===== src/rtl/cpu_pkg.sv =====
// Shared definitions for the five-stage CPU pipeline.
// Holds the NOP word, PC step and the IF/ID bundle.
package cpu_pkg;

    localparam logic [31:0] NOP_INSTR = 32'h0000_0000;
    localparam logic [31:0] PC_STEP   = 32'd4;

    typedef struct packed {
        logic [31:0] pc4;
        logic [31:0] instr;
        logic        valid;
    } if_id_t;

    localparam if_id_t IFID_BUBBLE = '{
        pc4:   32'h0,
        instr: NOP_INSTR,
        valid: 1'b0
    };

endpackage


===== src/rtl/pc_reg.sv =====
// Program counter flop with async reset.
// Load wins over hold; otherwise the PC steps by one word.
import cpu_pkg::*;

module pc_reg #(
    parameter logic [31:0] RESET_PC = 32'h0000_0000
) (
    input  logic        clk_i,
    input  logic        rst_i,
    input  logic        hold_i,
    input  logic        load_i,
    input  logic [31:0] target_i,
    output logic [31:0] pc_o
);

    always_ff @(posedge clk_i or posedge rst_i) begin
        if (rst_i) begin
            pc_o <= RESET_PC;
        end else if (load_i) begin
            pc_o <= target_i;
        end else if (!hold_i) begin
            pc_o <= pc_o + PC_STEP;
        end
    end

endmodule


===== src/rtl/if_stage.sv =====
// Instruction-fetch stage: PC, imem address and IF/ID register.
// Define IF_PERF_CNT_EN to add stall/flush event counters.
import cpu_pkg::*;

module if_stage #(
    parameter logic [31:0] RESET_PC   = 32'h0000_0000,
    parameter int          IMEM_WORDS = 256
) (
    input  logic        clk_i,
    input  logic        rst_i,
    input  logic        start_i,
    input  logic        stall_i,
    input  logic        flush_i,
    input  logic [31:0] redirect_pc_i,
    output logic [31:0] imem_addr_o,
    input  logic [31:0] imem_data_i,
    output logic [31:0] pc_o,
    output logic [31:0] ifid_pc4_o,
    output logic [31:0] ifid_instr_o,
    output logic        ifid_valid_o
`ifdef IF_PERF_CNT_EN
    ,
    output logic [31:0] stall_cnt_o,
    output logic [31:0] flush_cnt_o
`endif
);

    logic        do_flush;
    logic        do_stall;
    logic        in_range;
    logic [31:0] pc;
    logic [31:0] pc4;
    logic [31:0] target;
    logic [31:0] fetched;
    logic        unused_bits;
    if_id_t      ifid_q;
    if_id_t      ifid_d;

    assign do_flush = start_i & flush_i;
    assign do_stall = start_i & stall_i & ~flush_i;
    assign target   = {redirect_pc_i[31:2], 2'b00};
    assign unused_bits = ^redirect_pc_i[1:0];

    pc_reg #(
        .RESET_PC (RESET_PC)
    ) u_pc_reg (
        .clk_i    (clk_i),
        .rst_i    (rst_i),
        .hold_i   (~start_i | do_stall),
        .load_i   (do_flush),
        .target_i (target),
        .pc_o     (pc)
    );

    assign pc4      = pc + PC_STEP;
    assign in_range = {2'b00, pc[31:2]} < 32'(IMEM_WORDS);
    assign fetched  = in_range ? imem_data_i : NOP_INSTR;

    always_comb begin
        ifid_d = ifid_q;
        unique case (1'b1)
            (!start_i || do_flush): ifid_d = IFID_BUBBLE;
            do_stall:               ifid_d = ifid_q;
            default: begin
                ifid_d.pc4   = pc4;
                ifid_d.instr = fetched;
                ifid_d.valid = 1'b1;
            end
        endcase
    end

    always_ff @(posedge clk_i or posedge rst_i) begin
        if (rst_i) begin
            ifid_q <= IFID_BUBBLE;
        end else begin
            ifid_q <= ifid_d;
        end
    end

    assign pc_o         = pc;
    assign imem_addr_o  = pc;
    assign ifid_pc4_o   = ifid_q.pc4;
    assign ifid_instr_o = ifid_q.instr;
    assign ifid_valid_o = ifid_q.valid;

`ifdef IF_PERF_CNT_EN
    // Counters saturate rather than wrap so long runs stay monotonic.
    always_ff @(posedge clk_i or posedge rst_i) begin
        if (rst_i) begin
            stall_cnt_o <= '0;
            flush_cnt_o <= '0;
        end else begin
            if (do_stall && stall_cnt_o != '1) begin
                stall_cnt_o <= stall_cnt_o + 32'd1;
            end
            if (do_flush && flush_cnt_o != '1) begin
                flush_cnt_o <= flush_cnt_o + 32'd1;
            end
        end
    end
`endif

endmodule


===== config.mk =====
export PLATFORM = sky130hd
export DESIGN_NAME = if_stage
export DESIGN_NICKNAME = d
export VERILOG_FILES = /design/src/rtl/cpu_pkg.sv /design/src/rtl/pc_reg.sv /design/src/rtl/if_stage.sv
export SDC_FILE = /design/constraint.sdc
export NUM_CORES = 1
export LEC_CHECK = 0
export BUFFER_PORTS_ARGS = -buffer_cell sky130_fd_sc_hd__buf_2
export CAP_MARGIN = 0
export CORE_UTILIZATION = 40
export DETAILED_ROUTE_END_ITERATION = 6
export GPL_TIMING_DRIVEN = 0
export MAX_ROUTING_LAYER = met4
export PLACE_DENSITY_LB_ADDON = 0.05
export REMOVE_ABC_BUFFERS = 1
export SLEW_MARGIN = 20
export SYNTH_ARGS = -nofsm -noshare
export SYNTH_HDL_FRONTEND = slang
export SYNTH_SLANG_ARGS = --single-unit
export TNS_END_PERCENT = 1

===== constraint.sdc =====
create_clock -name clk_i -period 4.1 [get_ports clk_i]
set_input_delay 0.205 -clock clk_i [delete_from_list [all_inputs] [get_ports clk_i]]
set_output_delay 0.205 -clock clk_i [all_outputs]
set_load 0.02 [all_outputs]

=== After elaboration in Yosys (flattened, before gate mapping) ===
Index checks and enable logic that the tools add are counted.

* Register bits after elaboration: 97
* Input bits: 69
* Output and inout bits: 129

* Add/sub/neg operators: 1
* Order comparisons: 1
* Equal/unequal tests: 1
* Mux-type cells: 4
* Bitwise operators: 6
* Reduce and logical (&&, ||, !) cells: 2

{| class="wikitable"
|+ Operators by type and width
! cell !! count
|-
| one-hot mux 65 bit (2 select lines) || 1
|-
| 2-to-1 mux 32 bit || 3
|-
| adder 32 x 3 -> 32 bit (second input constant) || 1
|-
| less-than comparator 30 x 9 -> 1 bit (second input constant) || 1
|-
| AND 1 bit || 3
|-
| inequality test 2 bit (second input constant) || 1
|-
| NOT 1 bit || 2
|-
| zero test 1 bit || 1
|-
| logical OR 1 bit || 1
|-
| bitwise OR 1 bit || 1
|}

=== Logic depth before layout (Yosys ltp) ===
* Depth in word-level cells: 5
* Depth in mapped cells: 8

=== Modules after synthesis ===
A second synthesis with hierarchy kept.

* Cells, all modules: 528
* Area total of the unflattened synthesis: 5178.7 um^2

{| class="wikitable"
|+ Modules (own cells, without submodules)
! module !! times used !! cells an instance !! area each (um^2) !! sequential area each (um^2)
|-
| if_stage || 1 || 328 || 3326.9 || 1626.6
|-
| pc_reg || 1 || 200 || 1851.8 || 800.8
|}

=== Least setup slack after synthesis ===
Ideal clock, no wire load.

* Path kind: register -> register
* Start: reg u_pc_reg.pc_o[2]
* End: reg u_pc_reg.pc_o[16]
* Arrival time: 1.902 ns
* Data required time: 3.973 ns
* Slack: 2.071 ns
* Stages on the path, launching flop included: 9
* Buffers on the path: 2
* Clock period less this slack: 2.029 ns
* Cells stage by stage: dfrtp_1 ha_1 and3_1 buf_2 nand2_1 buf_6 o31ai_1 a21oi_1 a221o_2

* Longest elaborated chain between the ends: 3

{| class="wikitable"
|+ Ends and longest elaborated chain
! what !! line !! RTL
|-
| start, declared || pc_reg.sv:13 || <nowiki>output logic [31:0] pc_o</nowiki>
|-
| start signal, assigned || pc_reg.sv:20 || <nowiki>pc_o <= target_i;</nowiki>
|-
| start signal, assigned || pc_reg.sv:22 || <nowiki>pc_o <= pc_o + PC_STEP;</nowiki>
|-
| adder 32 x 3 -> 32 bit || pc_reg.sv:22 ||
|-
| 2-to-1 mux 32 bit || pc_reg.sv:21 || <nowiki>end else if (!hold_i) begin</nowiki>
|-
| 2-to-1 mux 32 bit || pc_reg.sv:19 || <nowiki>end else if (load_i) begin</nowiki>
|}

No other way between the ends. The select of a mux whose other input is x is not followed.
A chain may end at the register's enable or synchronous reset.

=== Final worst setup path ===
* Start: in start_i
* End: reg ifid_q, in the netlist ifid_instr_o[0]

* Longest elaborated chain between the ends: 3
* Elaborated cells between the ends (all ways): 6
* Classes of those cells: 1 x mux; 3 x bitwise; 2 x reduce/logical

{| class="wikitable"
|+ Ends and longest elaborated chain
! what !! line !! RTL
|-
| start, declared || if_stage.sv:11 || <nowiki>input logic start_i,</nowiki>
|-
| AND 1 bit, or another cell as far along || if_stage.sv:40 || <nowiki>assign do_stall = start_i & stall_i & ~flush_i;</nowiki>
|-
| AND 1 bit / logical OR 1 bit (equally long branches) || if_stage.sv:40, if_stage.sv:62 ||
|-
| one-hot mux 65 bit (2 select lines) || if_stage.sv:61 || <nowiki>unique case (1'b1)</nowiki>
|-
| end signal, assigned || if_stage.sv:76 || <nowiki>ifid_q <= ifid_d;</nowiki>
|-
| end, declared || if_stage.sv:36 || <nowiki>if_id_t ifid_q;</nowiki>
|}

Parallel ways exist; a longest one is shown, timed or not.

==> summary.txt <==
Synth Instances - 501
Vias/cell - 5.55
Slew Viols, Final - 0
RR Startpoint - u_pc_reg.pc_o[2]$_DFFE_PP0P_
synth warn - 0
clk buf depth - 2
syn_area_per_cell - 9.74 um^2
TritonCTS clock tree - yes
slowest CP cell - nor3_4
Worst-Skew Late Latency - 350 ps
DRC - 0
die height - 112 um
Starting Density - 0.418
flop-to-flop setup slack - 1600 ps
I/O Pins - 198
CP required - 4380 ps
Fmax - 0.359 GHz
clk root buf - clkbuf_16
leakage - 2.86 nW
Cell Rows - 39
Setup Slack @ Placement - 984 ps
Routed WL - 14.0 mm
EDFF count, synth - 0
setup ws final - 1320 ps
Rel. slew slack - 0.224
Crit. End Element - flop
Worst Hold Endpoint - ifid_instr_o[25]$_DFFE_PP0N_
post-synthesis async set-or-reset flop share - 1.00
port buffer count - 189
Seq/Total Area, Yosys - 0.477
highest routed layer - met4
die area - 12600 um^2
crit share post-route - 0.679
count of different cell masters after synthesis - 51
Layout area overhead - 21.1%
GRT Overall Usage - 0.233
wire per inst - 17.9 um
Setup Viol. Count Final - 0
critical path's largest stage delay - 750 ps
Comb power frac - 0.216
initial antenna violation count - 0
CTS H-Tree Depth - 3
Hold Path Cell Cnt - 2
outcome - complete, no violations
met3 WL - 772 um
HPWL Detailed - 9.61 mm
critical path fanouts, max - 39
R2R Path End - u_pc_reg.pc_o[16]$_DFFE_PP0P_
synthesis-stage register bit count - 93
Initial DRC Count - 257
vias in the first global route - 3974
Fin Clk Skew - 5.21 ps
Mapped Area - 4880 um^2
clock network power share - 0.323
switch share - 0.340
die width - 112 um
Worst Tran Pin Value - 1150 ps
part of the power in registers - 0.460
leading cell type in the layout, fill and taps excluded - buf_2
cell family with most CP delay - simple AND/OR/NAND/NOR gates
P_sw - 0.810 mW
Setup CP Type - input pin to flop
Max Cap Viol - 0
met2 wire len - 6.41 mm
CTS Sinks - 93
Cell Pwr Density - 403 nW/um^2
Hold Path Origin - imem_data_i[25]
Core Area - 11700 um^2
DR pass1 iterations - 4
Worst setup SP type - input pin
reg2reg path depth - 6
Worst-path clk slew - 60 ps
Hold Vio Cnt, Final - 0
cts bufs inserted - 9
type of the tightest min-delay check - input pin to flop
ys flop type - dfrtp_1
Diodes inserted - 0
largest net degree at the start of global routing - 54
VDD IR-drop max - 0.195 mV
first-pass GRT wire length - 22.2 mm
Critical Path AT - 3070 ps
share of cells above drive strength 1 - 0.349
number of nets still failing antenna checks after routing - 0
min Tclk post-route - 2780 ps
Nets - 702
total number of vias - 4332
Crit path buffers/inverters - 2
commonest cells after routing, fill and taps aside - buf_2, dfrtp_1, nand2_1
Final Core Density - 0.506
Pint - 1.57 mW
crit-path cells - buf_2 > nor2b_1 > nand2_2 > nor3_4 > buf_8 > a22o_1
RSZ-0062 raised after global routing - false
WL met1 - 6.55 mm
global route overflow - 0
Placer Congestion - 0.848
-- worst max-delay path by stage --
| stage | slack, ps | cells after the start | to | start |
|---|---|---|---|---|
| 2_1_floorplan | 1160 | 4 | ifid_instr_o[0]$_DFFE_PP0N_ | flush_i |
| 3_3_place_gp | -680 | 5 | ifid_instr_o[21]$_DFFE_PP0N_ | flush_i |
| 3_5_place_dp | 980 | 6 | ifid_instr_o[0]$_DFFE_PP0N_ | start_i |
| 4_1_cts | 1350 | 6 | ifid_instr_o[0]$_DFFE_PP0N_ | start_i |
| 5_1_grt | 1130 | 6 | ifid_instr_o[16]$_DFFE_PP0N_ | start_i |
| 6_report | 1320 | 6 | ifid_instr_o[0]$_DFFE_PP0N_ | start_i |
-- state kept, by name (all words and copies together), names as in the netlist --
| name | flops |
|---|---|
| u_pc_reg.pc_o | 30 |
| ifid_pc4_o | 30 |
| ifid_valid_o | 1 |
| ifid_instr_o | 32 |
-- layout make-up --
class,instances,area (um^2)
Inverter,6,27.5
Timing Repair Buffer,193,1020
Fill cell,1153,5760
Tap cell,143,179
Clock buffer,10,229
Sequential cell,93,2330
Multi-Input combinational cell,329,2090
Clock inverter,6,37.5
-- synth_stat cells (all sizes together), types with 4 or more instances --
library cell | n | area [um^2]
a21o | 6 | 45.0
a21oi | 22 | 110
a22o | 33 | 289
a22oi | 5 | 37.5
a311oi | 4 | 35.0
and2 | 4 | 25.0
and4 | 8 | 70.1
buf | 52 | 378
clkbuf | 26 | 97.6
dfrtp | 93 | 2330
inv | 5 | 18.8
nand2 | 52 | 205
nand3 | 11 | 60.1
nand4 | 12 | 90.1
nor2 | 23 | 86.3
nor3 | 20 | 120
nor4 | 10 | 83.8
o21ai | 37 | 185
o22ai | 15 | 93.8
o32ai | 5 | 43.8
xnor2 | 21 | 184
xor2 | 4 | 35.0
-- worst register-to-register path, stage by stage (launching register included) --
cell and delay (ps):
dfrtp_1 490, ha_1 320, and3_1 360, nand2_1 380
or4_1 510, a21oi_1 220, a221o_2 160
-- per-layer routing --
metal	vias up	track usage
met4	0	0.0987
met1	2077	0.324
met2	183	0.342
li1	2056	-
met3	16	0.0335
met5	-	-
-- metrics by stage --
stage	area, um^2	total power [mW]	instances	hold slack, ps	TNS [ps]
6_report	5910	2.38	780	74.3	0
5_1_grt	5910	2.49	780	73.1	0
4_1_cts	5910	2.41	780	64.1	0
3_5_place_dp	5630	1.63	763	244	0
3_3_place_gp	5550	1.62	760	425	-37590
2_1_floorplan	4420	1.40	428	291	0
-- power by group through the flow --
stage	Combinational (mW)	Clock (mW)	Sequential, mW
floorplan	0.186	0	1.21
global placement	0.509	0	1.11
detailed placement	0.517	0	1.11
CTS	0.520	0.795	1.10
global route	0.557	0.825	1.11
finish	0.516	0.770	1.10
-- logic make-up after synthesis --
family                   after synthesis  share of synthesized area
multiplexers                           1                    0.00205
adder cells (fa/ha/maj)                1                    0.00256
other                                  1                   0.000769
buffers and inverters                 84                      0.102
flip-flops                            93                      0.477
XOR/XNOR                              25                     0.0449
AND/OR/NAND/NOR                      147                      0.161
AO/OA/AOI/OAI                        149                      0.210
-- repair_timing --
action                                  in CTS  in global routing
endpoints found under the setup margin       0                  0
setup buffers                                0                  0
hold buffers                                 1                  0
hold endpoints to repair                    40                  0
gates resized for setup                      0                  0
No activity file was read; power rests on OpenSTA's default activity.
